<file path="src/rtl/vga_timing_driver_if.sv">
// rtl/vga_timing_driver_if.sv - renderer request/return and VGA pin bundle
interface vga_timing_driver_if;
   logic [11:0] pixel_data;
   logic [9:0]  pixel_xpos;
   logic [9:0]  pixel_ypos;
   logic        data_req;
   logic        vga_hs;
   logic        vga_vs;
   logic [3:0]  vga_r;
   logic [3:0]  vga_g;
   logic [3:0]  vga_b;
   logic        frame_start;

   modport master (
      input  pixel_data,
      output pixel_xpos, pixel_ypos, data_req,
      output vga_hs, vga_vs, vga_r, vga_g, vga_b, frame_start
   );

   modport slave (
      output pixel_data,
      input  pixel_xpos, pixel_ypos, data_req,
      input  vga_hs, vga_vs, vga_r, vga_g, vga_b, frame_start
   );
endinterface

</file>
<file path="src/rtl/vga_timing_driver.sv">
// rtl/vga_timing_driver.sv - 640x480@60Hz VGA timing generator with renderer request/return path
module vga_timing_driver #(
   parameter logic [9:0] H_SYNC  = 10'd96,
   parameter logic [9:0] H_BACK  = 10'd48,
   parameter logic [9:0] H_DISP  = 10'd640,
   parameter logic [9:0] H_FRONT = 10'd16,
   parameter logic [9:0] V_SYNC  = 10'd2,
   parameter logic [9:0] V_BACK  = 10'd33,
   parameter logic [9:0] V_DISP  = 10'd480,
   parameter logic [9:0] V_FRONT = 10'd10
) (
   input logic                 clk_25mHz,
   input logic                 rst,
   vga_timing_driver_if.master vga
);
   localparam logic [9:0] H_TOTAL = H_SYNC + H_BACK + H_DISP + H_FRONT;
   localparam logic [9:0] V_TOTAL = V_SYNC + V_BACK + V_DISP + V_FRONT;
   localparam logic [9:0] H_START = H_SYNC + H_BACK;
   localparam logic [9:0] V_START = V_SYNC + V_BACK;
   localparam logic [9:0] H_REQ_LO = H_START - 10'd1;
   localparam logic [9:0] H_REQ_HI = H_START + H_DISP - 10'd1;
   localparam logic [9:0] V_END    = V_START + V_DISP;

   logic [9:0] h_cnt;
   logic [9:0] v_cnt;
   logic [9:0] nh;
   logic [9:0] nv;
   logic       req_n;
   logic       video_en;

   always_comb begin
      nh = h_cnt + 10'd1;
      nv = v_cnt;
      if (h_cnt == H_TOTAL - 10'd1) begin
         nh = '0;
         nv = (v_cnt == V_TOTAL - 10'd1) ? 10'd0 : v_cnt + 10'd1;
      end
   end

   // Requests lead scan-out by one clock to cover the renderer's register stage
   assign req_n = (nh >= H_REQ_LO) && (nh < H_REQ_HI) && (nv >= V_START) && (nv < V_END);

   always_ff @(posedge clk_25mHz or posedge rst) begin
      if (rst) begin
         h_cnt           <= H_TOTAL - 10'd1;
         v_cnt           <= V_TOTAL - 10'd1;
         vga.vga_hs      <= 1'b1;
         vga.vga_vs      <= 1'b1;
         vga.frame_start <= 1'b0;
         vga.data_req    <= 1'b0;
         vga.pixel_xpos  <= '0;
         vga.pixel_ypos  <= '0;
         video_en        <= 1'b0;
      end else begin
         h_cnt           <= nh;
         v_cnt           <= nv;
         vga.vga_hs      <= !(nh < H_SYNC);
         vga.vga_vs      <= !(nv < V_SYNC);
         vga.frame_start <= (nh == 10'd0) && (nv == 10'd0);
         vga.data_req    <= req_n;
         vga.pixel_xpos  <= req_n ? nh - H_REQ_LO : 10'd0;
         vga.pixel_ypos  <= req_n ? nv - V_START : 10'd0;
         video_en        <= vga.data_req;
      end
   end

   // Gating keeps blanking-time garbage on pixel_data off the pins
   assign vga.vga_r = vga.pixel_data[11:8] & {4{video_en}};
   assign vga.vga_g = vga.pixel_data[7:4]  & {4{video_en}};
   assign vga.vga_b = vga.pixel_data[3:0]  & {4{video_en}};
endmodule

</file>
<file path="src/flat_wrapper.sv">
// flat-port wrapper written by rule: the top's interface ports become plain ports
module vga_timing_driver_flat 
#(
   parameter logic [9:0] H_SYNC  = 10'd96,
   parameter logic [9:0] H_BACK  = 10'd48,
   parameter logic [9:0] H_DISP  = 10'd640,
   parameter logic [9:0] H_FRONT = 10'd16,
   parameter logic [9:0] V_SYNC  = 10'd2,
   parameter logic [9:0] V_BACK  = 10'd33,
   parameter logic [9:0] V_DISP  = 10'd480,
   parameter logic [9:0] V_FRONT = 10'd10
)
  (clk_25mHz, rst, vga_pixel_data, vga_pixel_xpos, vga_pixel_ypos, vga_data_req, vga_vga_hs, vga_vga_vs, vga_vga_r, vga_vga_g, vga_vga_b, vga_frame_start);
  vga_timing_driver_if vga_i ();
  input logic clk_25mHz;
  input logic rst;
  input wire logic [$bits(vga_i.pixel_data)-1:0] vga_pixel_data;
  output wire logic [$bits(vga_i.pixel_xpos)-1:0] vga_pixel_xpos;
  output wire logic [$bits(vga_i.pixel_ypos)-1:0] vga_pixel_ypos;
  output wire logic [$bits(vga_i.data_req)-1:0] vga_data_req;
  output wire logic [$bits(vga_i.vga_hs)-1:0] vga_vga_hs;
  output wire logic [$bits(vga_i.vga_vs)-1:0] vga_vga_vs;
  output wire logic [$bits(vga_i.vga_r)-1:0] vga_vga_r;
  output wire logic [$bits(vga_i.vga_g)-1:0] vga_vga_g;
  output wire logic [$bits(vga_i.vga_b)-1:0] vga_vga_b;
  output wire logic [$bits(vga_i.frame_start)-1:0] vga_frame_start;
  assign vga_i.pixel_data = vga_pixel_data;
  assign vga_pixel_xpos = vga_i.pixel_xpos;
  assign vga_pixel_ypos = vga_i.pixel_ypos;
  assign vga_data_req = vga_i.data_req;
  assign vga_vga_hs = vga_i.vga_hs;
  assign vga_vga_vs = vga_i.vga_vs;
  assign vga_vga_r = vga_i.vga_r;
  assign vga_vga_g = vga_i.vga_g;
  assign vga_vga_b = vga_i.vga_b;
  assign vga_frame_start = vga_i.frame_start;
  vga_timing_driver #(.H_SYNC(H_SYNC), .H_BACK(H_BACK), .H_DISP(H_DISP), .H_FRONT(H_FRONT), .V_SYNC(V_SYNC), .V_BACK(V_BACK), .V_DISP(V_DISP), .V_FRONT(V_FRONT)) u_core (.clk_25mHz(clk_25mHz), .rst(rst), .vga(vga_i));
endmodule
</file>
<file path="config.mk">
export PLATFORM = sky130hd
export DESIGN_NAME = vga_timing_driver_flat
export DESIGN_NICKNAME = d
export VERILOG_FILES = /design/src/rtl/vga_timing_driver_if.sv /design/src/rtl/vga_timing_driver.sv /design/src/flat_wrapper.sv
export SDC_FILE = /design/constraint.sdc
export NUM_CORES = 1
export LEC_CHECK = 0
export BUFFER_PORTS_ARGS = -buffer_cell sky130_fd_sc_hd__clkbuf_2
export CORE_MARGIN = 10
export CORE_UTILIZATION = 49
export CTS_CLUSTER_SIZE = 14
export DETAILED_ROUTE_END_ITERATION = 7
export PLACE_DENSITY_LB_ADDON = 0.05
export SETUP_SLACK_MARGIN = 0.4
export SLEW_MARGIN = 30
export SYNTH_ARGS = -nofsm -noshare
export SYNTH_HDL_FRONTEND = slang
export SYNTH_SLANG_ARGS = --single-unit
</file>
<file path="constraint.sdc">
create_clock -name clk_25mHz -period 3.2 [get_ports clk_25mHz]
set_input_delay 0.48 -clock clk_25mHz [delete_from_list [all_inputs] [get_ports clk_25mHz]]
set_output_delay 0.48 -clock clk_25mHz [all_outputs]
set_load 0.01 [all_outputs]
</file>
Yosys cells after proc, flatten, opt, wreduce, memory -nomap -nowiden
Index checks and enable logic that the tools add are counted.
{"block": "word_totals", "reg_bits": 45, "word_cells": 37}
{"block": "classes", "n_reduce_logical": 8, "mux": 5, "n_lt_le_gt_ge": 6, "add_sub_neg": 4, "eq_ne": 2, "bitwise_logic": 3}
{"op": "$mux W10", "count": 5}
{"op": "$add A10 B1 Y10 const B", "count": 2}
{"op": "$eq A10 B10 Y1 const B", "count": 2}
{"op": "$logic_not A10 Y1", "count": 2}
{"op": "$lt A10 B10 Y1 const B", "count": 2}
{"op": "$and A4 B4 Y4", "count": 3}
{"op": "$ge A10 B6 Y1 const B", "count": 1}
{"op": "$ge A10 B8 Y1 const B", "count": 1}
{"op": "$lt A10 B2 Y1 const B", "count": 1}
{"op": "$lt A10 B7 Y1 const B", "count": 1}
{"op": "$sub A10 B6 Y10 const B", "count": 1}
{"op": "$sub A10 B8 Y10 const B", "count": 1}
{"op": "$logic_and A1 B1 Y1", "count": 4}
{"op": "$logic_not A1 Y1", "count": 2}

Longest topological paths before layout
Gate-level depths: netlist (run 1).
{"block": "depth", "depth_word": 7, "depth_mapped": 13}

Worst setup path after synthesis (run 1)
OpenSTA, ideal clock, no wires.
{"block": "synth_timing", "path_type": "register to register", "startpoint": "register u_core.h_cnt[0]", "endpoint": "register u_core.vga.pixel_xpos[6]", "arrival_ns": 3.014, "setup_slack_ns": 0.113, "path_stages_with_launch": 13, "cell_sequence": "dfstp_2 ha_1 nand4_1 or3_4 buf_6 a22oi_1 inv_1 ha_1 or3_4 and3b_1 o211ai_2 buf_6 a21oi_2"}
{"item": "start, declared", "line_no": "vga_timing_driver.sv:24", "source": "logic [9:0] h_cnt;"}
{"item": "start signal, assigned", "line_no": "vga_timing_driver.sv:45", "source": "h_cnt <= H_TOTAL - 10'd1;"}
{"item": "start signal, assigned", "line_no": "vga_timing_driver.sv:55", "source": "h_cnt <= nh;"}
{"item": "$eq A10 B10 Y1 (*)", "line_no": "vga_timing_driver.sv:34", "source": "if (h_cnt == H_TOTAL - 10'd1) begin"}
{"item": "$mux W10 (*)", "line_no": "vga_timing_driver.sv:34"}
{"item": "named net u_core.nv[1]", "line_no": "vga_timing_driver.sv:27", "source": "logic [9:0] nv;"}
{"item": "$ge A10 B6 Y1", "line_no": "vga_timing_driver.sv:41", "source": "assign req_n = (nh >= H_REQ_LO) && (nh < H_REQ_HI) && (nv >= V_START) && (nv < V_END);"}
{"item": "$logic_and A1 B1 Y1", "line_no": "vga_timing_driver.sv:41"}
{"item": "$logic_and A1 B1 Y1 (*)", "line_no": "vga_timing_driver.sv:41"}
{"item": "$mux W10 (*)", "line_no": "vga_timing_driver.sv:61", "source": "vga.pixel_xpos <= req_n ? nh - H_REQ_LO : 10'd0;"}
{"item": "end signal, assigned", "line_no": "vga_timing_driver.sv:61"}
{"item": "end, declared", "line_no": "vga_timing_driver_if.sv:16", "source": "output pixel_xpos, pixel_ypos, data_req,"}
Mark *: on every way through the listed nets, which the timed path passes. The rest lies on a longest branch.

Final worst setup path (run 1)
{"block": "layout_timing", "startpoint": "register u_core.h_cnt[7]", "endpoint": "register u_core.vga.pixel_xpos[4]"}
{"block": "layout_between", "elab_chain_cells": 7}
{"item": "$add A10 B1 Y10 or $eq A10 B10 Y1 (tied branches)", "line_no": "vga_timing_driver.sv:32, vga_timing_driver.sv:34"}
{"item": "$mux W10", "line_no": "vga_timing_driver.sv:34"}
{"item": "$ge A10 B8 Y1 or $lt A10 B10 Y1 (tied branches)", "line_no": "vga_timing_driver.sv:41"}
{"item": "$logic_and A1 B1 Y1 (3 in a row)", "line_no": "vga_timing_driver.sv:41"}
{"item": "$mux W10 (*)", "line_no": "vga_timing_driver.sv:61"}
Every way passes the cells marked *; elsewhere a longest branch is shown, timed or not.

==> impl_metrics.py, run 1 <==
metrics = {
    "sta": {
        "skew_ns": 0.0110,
        "slew_headroom_pct": 50.6,
        "maxSlewViolCount": 0,
        "fmaxAchievable_ghz": 0.342,
        "finalCritPeriodShare_pct": 91.3,
        "finalSetupTns_ns": 0,
        "worst_pin_slew_ns": 0.741,
        "hold_ws_ns": 0.278,
        "fin_crit_ns": 2.92,
        "rsz0062_at_grt": "yes",
        "finalHoldViolCount": 0,
        "report.final.setup_viol": 0,
    },
    "global_routing": {
        "grt_max_degree": 46,
        "grt-ovfl-total": 0,
        "grt_antenna_before_repair": 0,
        "grt_pass1_vias": 2036,
        "grt_pass1_wl_um": 10000,
        "groute.usage.overall_pct": 14.4,
    },
    "clock_tree": {
        "numCtsBuffers": 5,
        "path_clk_slew_ns": 0.08,
        "cts_root_buf": "clkbuf_8",
        "clock_latency_ns": 0.29,
        "ctsHtreeMaxLevel": 2,
        "cts_tree": "built",
        "cts_buffer_depth": 2,
        "cts_hold_buf": 0,
        "cts_sinks": 45,
    },
    "power": {
        "cellPowerDensity_nw_per_um2": 278,
        "combPwrFrac_pct": 1.9,
        "swShare_pct": 19.6,
        "pwr-share-clk_pct": 35.4,
        "p_seq_share_pct": 62.7,
        "ir_worst_vdd_uv": 317,
        "intPower_mw": 0.730,
        "power_switching_mw": 0.178,
        "leakage_nw": 1.56,
    },
    "logic_synthesis": {
        "syn_area_um2": 2480,
        "synthesis.nets": 267,
        "synth_edf_count": 0,
        "synth_top_flop_cell": "dfrtp_1",
        "async_flop_share_pct": 100,
        "synth_seq_cells": 45,
        "syn_area_per_cell_um2": 10.1,
        "synth_cells": 246,
        "yosysWarnings": 0,
        "ys_seq_area_share_pct": 46.0,
        "netlist-cell-type-count": 51,
    },
    "placed_design": {
        "placed_cell_area_um2": 2870,
        "place.gp.congestion": 0.888,
        "hpwl_um": 4310,
        "port-buffer-count": 49,
    },
    "detailed_routing": {
        "drtIter0Drc": 101,
        "routed_via_density": 5.14,
        "wl_per_cell_um": 15.3,
        "drc": 0,
        "routed_wl_um": 6150,
        "vias": 2068,
        "dr.pass1.iters": 4,
        "ant_nets": 0,
    },
    "floorplan": {
        "die_h_um": 91.1,
        "io_pins": 50,
        "die_x_um": 91.1,
        "core_um2": 4820,
        "initial_core_util_pct": 51.5,
        "dieArea_um2": 8310,
        "rows": 25,
    },
    "setup_path": {
        "cp_max_fo": 7,
        "crit_chain": "or3_4, or3_4, buf_6, or3_4, o211ai_1, nor2_1, and3b_2, o211ai_4, buf_6, a21oi_2",
        "cpMostUsedCell": "or3_4",
        "cpPeakStageDelay_ns": 0.48,
        "cp-startpoint": "u_core.h_cnt[7]$_DFF_PP0_",
        "slowest_stage": "or3_4",
        "critical_path.top_delay_family": "simple AND/OR/NAND/NOR gates",
        "worst_setup_path_start_kind": "flop",
        "critPathKind": "flop to flop",
        "cp.required_ns": 3.35,
        "timing.rr.start": "u_core.h_cnt[7]$_DFF_PP0_",
        "cp_num_buf_inv": 2,
        "endpoint_kind": "flop",
        "cp.arrival_ns": 3.07,
    },
    "final_layout": {
        "final_common_cell": "clkbuf_2",
        "mostFrequentLayoutCells": "clkbuf_2, buf_4, dfrtp_1, nor2_2, xnor2_1",
        "fin_area_um2": 3270,
        "area_delta_synth_final_pct": 31.9,
        "nNetsFinal": 355,
        "nFillCells": 383,
        "diodes": 0,
        "layout-drive-gt1-share_pct": 47.2,
    },
    "worst_hold_path": {
        "worstHoldPathType": "input pin to asynchronous set/reset pin",
    },
    "run_status": {
        "status": "complete, no violations",
    },
    "run": {
        "cap_viol_max_count": 0,
    },
}
## cell usage after synthesis (4+ instances only)
| library cell | n | share of area [%] |
|---|---|---|
| a21oi_1 | 5 | 1.0 |
| a21oi_2 | 4 | 1.4 |
| and2_1 | 13 | 3.3 |
| clkbuf_1 | 4 | 0.61 |
| dfrtp_1 | 33 | 33 |
| dfstp_2 | 12 | 13 |
| ha_1 | 7 | 3.5 |
| inv_1 | 15 | 2.3 |
| nand2_1 | 14 | 2.1 |
| nand3_1 | 12 | 2.4 |
| nor2_1 | 15 | 2.3 |
| nor2_2 | 16 | 4.0 |
| nor3_1 | 5 | 1.0 |
| o21ai_0 | 11 | 2.2 |
| o31ai_1 | 5 | 1.5 |
| xnor2_1 | 15 | 5.3 |
| xor2_1 | 6 | 2.1 |
## cell type report
| class | count | area, µm² | area share (%) |
|---|---|---|---|
| timing repair buffer | 89 | 564 | 17.2 |
| tap | 67 | 83.8 | 2.56 |
| multi-input combinational | 177 | 1340 | 41.0 |
| sequential | 45 | 1140 | 34.9 |
| clock buffer | 8 | 80.1 | 2.45 |
| inverter | 16 | 61.3 | 1.87 |
## stage by stage
step	util, %	setup slack (ns)	instances	total power, mW
floorplan	-	0.422	246	0.588
global placement	59.5	0.237	365	0.598
detailed placement	59.5	0.175	365	0.598
CTS	65.8	0.255	397	0.923
global route	67.9	0.157	402	0.947
finish	67.9	0.279	402	0.908
## registers in the layout, summed over array words and instances, names as in the netlist
signal / cells
u_core.vga.vga_vs: 1
u_core.vga.vga_hs: 1
u_core.v_cnt: 10
u_core.vga.frame_start: 1
u_core.h_cnt: 10
u_core.video_en: 1
u_core.vga.data_req: 1
u_core.vga.pixel_xpos: 10
u_core.vga.pixel_ypos: 10
## power groups by stage
stage               Sequential, mW  Combinational [mW]  Clock (mW)
floorplan                    0.580             0.00821           0
global placement             0.580              0.0180           0
detailed placement           0.580              0.0185           0
CTS                          0.569              0.0185       0.335
global route                 0.569              0.0208       0.358
finish                       0.569              0.0174       0.321
## kinds of logic (layout without fill, tap and decap cells)
family                     after synthesis  after routing  synth area share (%)
buffers and inverters                   24            113                  4.59
DFF                                     45             45                  46.0
AOI/OAI and AO/OA                       47             47                  14.6
muxes                                    1              1                 0.404
adders and majority gates                7              7                  3.53
and+or+nand+nor                        100            100                  22.8
xor gates and xnor gates                22             22                  8.07
## timing repair
action                                  4_1_cts  5_1_grt
setup buffers                                23        5
pin swaps                                    17       13
endpoints found under the setup margin       21       23
resized for setup                            12       17
cloned                                        1        0
## final timing paths
path,to,slack (ns),depth (start not counted)
max,u_core.vga.pixel_xpos[4]$_DFF_PP0_,0.28,10
min,u_core.vga.pixel_ypos[9]$_DFF_PP0_,0.28,2
max reg2reg,u_core.vga.pixel_xpos[4]$_DFF_PP0_,0.28,10
min reg2reg,u_core.video_en$_DFF_PP0_,0.38,0
max in group asynchronous,u_core.vga.pixel_ypos[1]$_DFF_PP0_,2.46,2
min in group clk_25mHz,u_core.video_en$_DFF_PP0_,0.38,0
## worst reg2reg max path, stage by stage (launching register included)
cell and delay, ns:
dfrtp_1 0.42, or3_4 0.43, or3_4 0.48, buf_6 0.16, or3_4 0.36, o211ai_1 0.13, nor2_1 0.09, and3b_2 0.25
o211ai_4 0.24, buf_6 0.19, a21oi_2 0.04
## metal layers
| layer | GRT usage, % | wire length [µm] | up-vias |
|---|---|---|---|
| met5 | 0 | 0 | - |
| met4 | 3.92 | 46 | 0 |
| met3 | 4.86 | 460 | 5 |
| met2 | 22.7 | 2890 | 77 |
| met1 | 18.5 | 2750 | 968 |
| li1 | - | - | 1018 |
(Power assumes the default switching activity.)
==> run 2, diff against run 1 <==
--- a/config.mk
+++ b/config.mk
@@ -10,7 +10,7 @@
 export CORE_UTILIZATION = 49
 export CTS_CLUSTER_SIZE = 14
 export DETAILED_ROUTE_END_ITERATION = 7
-export PLACE_DENSITY_LB_ADDON = 0.05
+export PLACE_DENSITY = 0.85
 export SETUP_SLACK_MARGIN = 0.4
 export SLEW_MARGIN = 30
 export SYNTH_ARGS = -nofsm -noshare
==> run 2 against run 1 <==
Cell count decreased by 1.0%. Critical path depth increased by 1. Sequential power hardly changed. Non-clock buffer count decreased by 4. Die area did not move. Power up 2.8%. Largest cell class unchanged. Largest power group unchanged. Highest routed layer unchanged.
==> impl_metrics.py, run 2 (synthesized netlist as in run 1, its figures left out) <==
metrics = {
    "run_status": {
        "status": "complete, no violations",
    },
    "final_layout": {
        "register_area_um2": 1140,
        "diodes": 0,
        "nNetsFinal": 351,
        "mostFrequentLayoutCells": "clkbuf_2, dfrtp_1, buf_4, nor2_2, xnor2_1",
        "nFillCells": 374,
        "fin_area_um2": 3280,
        "area_delta_synth_final_pct": 32.2,
        "final_common_cell": "clkbuf_2",
        "layout-drive-gt1-share_pct": 47.4,
        "multi_input_area_um2": 1370,
    },
    "clock_tree": {
        "cts_hold_buf": 0,
        "cts_buffer_depth": 2,
        "cts_tree": "built",
        "cts_sinks": 45,
        "path_clk_slew_ns": 0.09,
        "numCtsBuffers": 5,
        "clock_latency_ns": 0.30,
        "cts_root_buf": "clkbuf_8",
        "ctsHtreeMaxLevel": 2,
    },
    "sta": {
        "skew_ns": 0.0127,
        "report.final.setup_viol": 0,
        "fmaxAchievable_ghz": 0.339,
        "finalHoldViolCount": 0,
        "finalSetupTns_ns": 0,
        "slew_headroom_pct": 51.2,
        "maxSlewViolCount": 0,
        "hold_ws_ns": 0.181,
        "finalCritPeriodShare_pct": 92.2,
        "fin_crit_ns": 2.95,
        "worst_pin_slew_ns": 0.727,
        "rsz0062_at_grt": "yes",
        "setup_ws_ns": 0.250,
    },
    "global_routing": {
        "grt_pass1_wl_um": 10600,
        "busiest_layer": "met2",
        "groute.usage.overall_pct": 15.5,
        "grt_use_met2_pct": 25.6,
        "grt-ovfl-total": 0,
        "grt_pass1_vias": 2179,
        "grt_antenna_before_repair": 0,
        "grt_use_met1_pct": 17.7,
        "grt_max_degree": 26,
        "use_met3_pct": 5.10,
    },
    "detailed_routing": {
        "wl_per_cell_um": 17.0,
        "drtIter0Drc": 215,
        "routed_via_density": 5.46,
        "drc": 0,
        "dr.pass1.iters": 4,
        "routed_wl_um": 6780,
        "vias": 2174,
        "ant_nets": 0,
    },
    "run": {
        "cap_viol_max_count": 0,
    },
    "setup_path": {
        "rrSetupSlack_ns": 0.25,
        "cp_max_fo": 6,
        "rr_endpoint": "u_core.vga.pixel_ypos[4]$_DFF_PP0_",
        "cp.required_ns": 3.39,
        "slowest_stage": "or3_4",
        "timing.rr.start": "u_core.h_cnt[7]$_DFF_PP0_",
        "cpPeakStageDelay_ns": 0.45,
        "crit_chain": "or3_4, or3_4, buf_6, buf_6, or3_4, o211ai_1, nor2_1, and3b_2, o211ai_4, buf_6, a21oi_2",
        "endpoint_kind": "flop",
        "reg2regPathDepth": 11,
        "critPathKind": "flop to flop",
        "worst_setup_path_start_kind": "flop",
        "cp.arrival_ns": 3.14,
    },
    "placed_design": {
        "hpwl_um": 4290,
        "place.gp.congestion": 0.934,
        "place_ws_ns": 0.207,
        "placed_cell_area_um2": 2870,
        "port-buffer-count": 49,
    },
    "floorplan": {
        "die_x_um": 91.1,
        "dieArea_um2": 8310,
        "rows": 25,
        "io_pins": 50,
        "core_um2": 4820,
        "die_h_um": 91.1,
        "initial_core_util_pct": 51.5,
    },
    "power": {
        "leakage_nw": 1.57,
        "ir_worst_vdd_uv": 152,
        "power_mw": 0.933,
        "cellPowerDensity_nw_per_um2": 285,
    },
    "worst_hold_path": {
        "worstHoldPathType": "input pin to asynchronous set/reset pin",
    },
}
[run 2: cell types whose count changed in the layout (fill, tap and decap cells not counted), moves of 2 or more]
| cell | previous run | this run |
|---|---|---|
| buf_4 | 35 | 30 |
| clkbuf_1 | 3 | 1 |
| dfrtp_1 | 33 | 31 |
| dfrtp_2 | 0 | 2 |
| o21ai_2 | 3 | 1 |
[run 2: repair_timing]
| action | in CTS | in global routing |
|---|---|---|
| setup endpoints to repair | 21 | 23 |
| gates cloned | 2 | 0 |
| buffers inserted | 17 | 6 |
| pin swaps | 21 | 7 |
| gates resized for setup | 19 | 15 |
| hold endpoints to repair | 0 | 0 |
[run 2: area by class of cell]
cell class,count,area share (%)
tap,67,2.56
timing repair buffer,85,16.4
multi-input combinational,177,41.8
clock inverter,2,0.305
inverter,16,1.83
sequential,45,34.9
clock buffer,6,2.21
[run 2: worst max path at each step]
stage	from	endpoint	depth (start not counted)
CTS	u_core.h_cnt[0]$_DFF_PP1_	u_core.vga.pixel_xpos[2]$_DFF_PP0_	11
global route	u_core.h_cnt[1]$_DFF_PP1_	u_core.vga.pixel_xpos[4]$_DFF_PP0_	12
floorplan	u_core.h_cnt[6]$_DFF_PP0_	u_core.vga.pixel_xpos[4]$_DFF_PP0_	11
global placement	u_core.h_cnt[0]$_DFF_PP1_	u_core.vga.pixel_xpos[2]$_DFF_PP0_	11
detailed placement	u_core.h_cnt[0]$_DFF_PP1_	u_core.vga.pixel_xpos[2]$_DFF_PP0_	11
finish	u_core.h_cnt[7]$_DFF_PP0_	u_core.vga.pixel_ypos[4]$_DFF_PP0_	11
[run 2: worst max-delay path: cells and delay by family (launching register included)]
| kind | cells | cell delay (ns) |
|---|---|---|
| compound gates | 3 | 0.45 |
| flops | 1 | 0.39 |
| simple gates | 5 | 1.52 |
| buf+inv | 3 | 0.47 |
[run 2: routing by layer]
layer	vias up	part of all wire, %
li1	1012	-
met1	1025	41
met2	116	47
met3	21	8.8
met4	0	3.1
met5	-	0
[run 2: metrics by stage]
| stage | cells | utilization [%] |
|---|---|---|
| 2_1_floorplan | 246 | - |
| 3_3_place_gp | 365 | 59.5 |
| 3_5_place_dp | 365 | 59.5 |
| 4_1_cts | 392 | 65.8 |
| 5_1_grt | 398 | 68.1 |
| 6_report | 398 | 68.1 |
[run 2: where the power goes]
| group | internal, mW | switching [mW] | total [mW] |
|---|---|---|---|
| clock network | 0.152 | 0.194 | 0.346 |
| registers | 0.569 | 0 | 0.569 |
| logic | 0.00635 | 0.0125 | 0.0188 |
==> run 3, diff against run 2 <==
--- a/config.mk
+++ b/config.mk
@@ -5,12 +5,14 @@
 export SDC_FILE = /design/constraint.sdc
 export NUM_CORES = 1
 export LEC_CHECK = 0
+export ABC_AREA = 1
 export BUFFER_PORTS_ARGS = -buffer_cell sky130_fd_sc_hd__clkbuf_2
 export CORE_MARGIN = 10
-export CORE_UTILIZATION = 49
+export CORE_UTILIZATION = 50
+export CTS_CLUSTER_DIAMETER = 50
 export CTS_CLUSTER_SIZE = 14
 export DETAILED_ROUTE_END_ITERATION = 7
-export PLACE_DENSITY = 0.85
+export PLACE_DENSITY = 0.86
 export SETUP_SLACK_MARGIN = 0.4
 export SLEW_MARGIN = 30
 export SYNTH_ARGS = -nofsm -noshare
==> run 3 against run 2 <==
Power increased by 2.6%. Wire length decreased by 0.63%. Highest routed layer unchanged. Sequential share of layout area increased by 0.88 points. Critical endpoint is now u_core.vga.pixel_xpos[5]$_DFF_PP0_. Non-clock buffer count decreased by 28. Sequential power about the same. Clock-buffer cell count increased by 1. First-iteration DRC count decreased by 16%. Combinational power increased by 2%. Core utilization decreased by 6.4 points. Design area decreased by 2.7%.
==> impl_metrics.py, run 3 <==
metrics = {
    "power": {
        "leakage_nw": 1.86,
        "cellPowerDensity_nw_per_um2": 300,
        "ir_worst_vdd_uv": 220,
    },
    "logic_synthesis": {
        "syn_area_um2": 2710,
        "ys_seq_area_share_pct": 42.2,
        "yosys-top-cells-count": "nand2_1, inv_1, nand3_1, dfrtp_1",
        "synth_area_leader_cell": "dfrtp_1",
        "synthesis.nets": 378,
        "synth_edf_count": 0,
        "netlist-cell-type-count": 28,
        "async_flop_share_pct": 100,
        "synth_cells": 357,
        "syn_area_per_cell_um2": 7.58,
        "yosysWarnings": 0,
        "synth.most_common_cell": "nand2_1",
        "synth_seq_cells": 45,
        "synth_top_flop_cell": "dfrtp_1",
        "synth_area_leaders": "dfrtp_1, nand2_1, dfstp_2, inv_1, nand3_1",
        "synth_top_area_share_pct": 30.5,
    },
    "sta": {
        "slew_headroom_pct": 53.4,
        "rsz0062_at_grt": "no",
        "finalSetupTns_ns": 0,
        "fmaxAchievable_ghz": 0.378,
        "worst_pin_slew_ns": 0.695,
        "hold_ws_ns": 0.168,
        "report.final.setup_viol": 0,
        "finalHoldViolCount": 0,
        "finalCritPeriodShare_pct": 82.6,
        "skew_ns": 0.00641,
        "fin_crit_ns": 2.64,
        "maxSlewViolCount": 0,
    },
    "floorplan": {
        "io_pins": 50,
        "die_h_um": 93.6,
        "rows": 26,
        "initial_core_util_pct": 52.3,
        "dieArea_um2": 8760,
        "core_um2": 5170,
        "die_x_um": 93.6,
    },
    "setup_path": {
        "critPathKind": "flop to flop",
        "cp.arrival_ns": 2.84,
        "cpMostUsedCell": "nand2_1",
        "worst_setup_path_start_kind": "flop",
        "cp.required_ns": 3.40,
        "cpPeakStageDelay_ns": 0.59,
        "rrSetupSlack_ns": 0.56,
        "crit_chain": "ha_1, nand2_1, nor2_4, nand3_4, nand2_1, nand2_1, ha_1, inv_1, nand3_1, nand2_2, nand2_2, nand3_4, nor2_2",
        "cp_max_fo": 10,
        "slowest_stage": "dfstp_2",
        "endpoint_kind": "flop",
    },
    "clock_tree": {
        "cts_sinks": 45,
        "ctsHtreeMaxLevel": 2,
        "cts_tree": "built",
        "cts_root_buf": "clkbuf_8",
        "cts_buffer_depth": 2,
        "numCtsBuffers": 5,
        "path_clk_slew_ns": 0.08,
        "clock_latency_ns": 0.31,
    },
    "detailed_routing": {
        "vias": 2445,
        "dr.pass1.iters": 4,
        "drtIter0Drc": 180,
        "routed_via_density": 5.00,
        "routed_wl_um": 6740,
        "wl_per_cell_um": 13.8,
        "drc": 0,
        "ant_nets": 0,
    },
    "global_routing": {
        "grt_antenna_before_repair": 0,
        "grt_pass1_wl_um": 10600,
        "grt-ovfl-total": 0,
        "grt_pass1_vias": 2401,
        "grt_max_degree": 27,
        "groute.usage.overall_pct": 14.6,
    },
    "final_layout": {
        "register_area_um2": 1140,
        "final_common_cell": "nand2_1",
        "nFillCells": 447,
        "area_delta_synth_final_pct": 17.9,
        "diodes": 0,
        "layout-drive-gt1-share_pct": 29.4,
        "nNetsFinal": 439,
        "multi_input_area_um2": 1330,
        "mostFrequentLayoutCells": "nand2_1, inv_1, clkbuf_2, nand3_1, dfrtp_1",
    },
    "placed_design": {
        "hpwl_um": 4790,
        "place.gp.congestion": 0.933,
        "port-buffer-count": 49,
    },
    "run": {
        "cap_viol_max_count": 0,
    },
    "worst_hold_path": {
        "worstHoldPathType": "input pin to asynchronous set/reset pin",
    },
    "run_status": {
        "status": "complete, no violations",
    },
}
[run 3: changes by cell type after synthesis, sizes merged, moves of 7 or more]
cell	previous run	this run
a21oi	9	2
and2	13	0
inv	16	60
nand2	14	112
nand3	12	38
nor2	31	51
o21ai	13	5
xnor2	16	0
[run 3: cells by family after synthesis]
logic type,Yosys count,synth area share (%)
and+or+nand+nor,215,37.9
buffers and inverters,68,10.7
DFF,45,42.2
xor gates and xnor gates,12,3.88
AOI/OAI and AO/OA,10,2.13
adders and majority gates,7,3.24
[run 3: critical path, delay by kind of cell, from the launching register on]
family | cells | cell delay (ns)
buf+inv | 1 | 0.10
flops | 1 | 0.59
fa+ha+maj | 2 | 0.46
simple gates | 10 | 1.37
[run 3: final cells by class]
class | count | area share [%]
Clock inverter | 1 | 0.235
Tap cell | 70 | 2.74
Inverter | 62 | 7.41
Clock buffer | 7 | 2.70
Sequential cell | 45 | 35.8
Timing Repair Buffer | 57 | 9.56
Multi-Input combinational cell | 247 | 41.6
[run 3: per-stage QoR]
stage | cell area (µm²) | worst slack, ns | utilization [%] | total power, mW | cells
2_1_floorplan | 2710 | 0.797 | - | 0.588 | 357
3_3_place_gp | 2990 | 0.513 | 57.8 | 0.599 | 471
3_5_place_dp | 2990 | 0.373 | 57.8 | 0.600 | 471
4_1_cts | 3110 | 0.432 | 60.0 | 0.965 | 482
5_1_grt | 3190 | 0.351 | 61.7 | 0.989 | 489
6_report | 3190 | 0.558 | 61.7 | 0.958 | 489
[run 3: power by group]
group	switching, mW	internal, mW	total, mW
Sequential	0	0.569	0.569
Combinational	0.0128	0.00638	0.0192
Clock	0.194	0.176	0.370
[run 3: worst paths after layout]
path / from / endpoint / cells past startpoint
worst max register to register: u_core.h_cnt[0]$_DFF_PP1_ / u_core.vga.pixel_xpos[5]$_DFF_PP0_ / 13
worst min register to register: u_core.vga.data_req$_DFF_PP0_ / u_core.video_en$_DFF_PP0_ / 0
max in group asynchronous: rst / u_core.h_cnt[8]$_DFF_PP1_ / 3
worst max-delay path: u_core.h_cnt[0]$_DFF_PP1_ / u_core.vga.pixel_xpos[5]$_DFF_PP0_ / 13
min in group clk_25mHz: u_core.vga.data_req$_DFF_PP0_ / u_core.video_en$_DFF_PP0_ / 0
worst min-delay path: rst / u_core.v_cnt[1]$_DFF_PP0_ / 2
[run 3: routing by layer]
layer / track usage [%] / wire, µm / up-vias
li1: - / - / 1218
met1: 15.3 / 2700 / 1144
met2: 27.3 / 3490 / 69
met3: 4.00 / 429 / 14
met4: 5.32 / 116 / 0
met5: 0 / 0 / -
[run 3: what timing repair did]
item	in CTS	in global routing
resized for setup	0	4
setup endpoints to repair	20	22
pin swaps	1	3
hold buffers	0	0
gates cloned	0	3
setup buffers	3	4
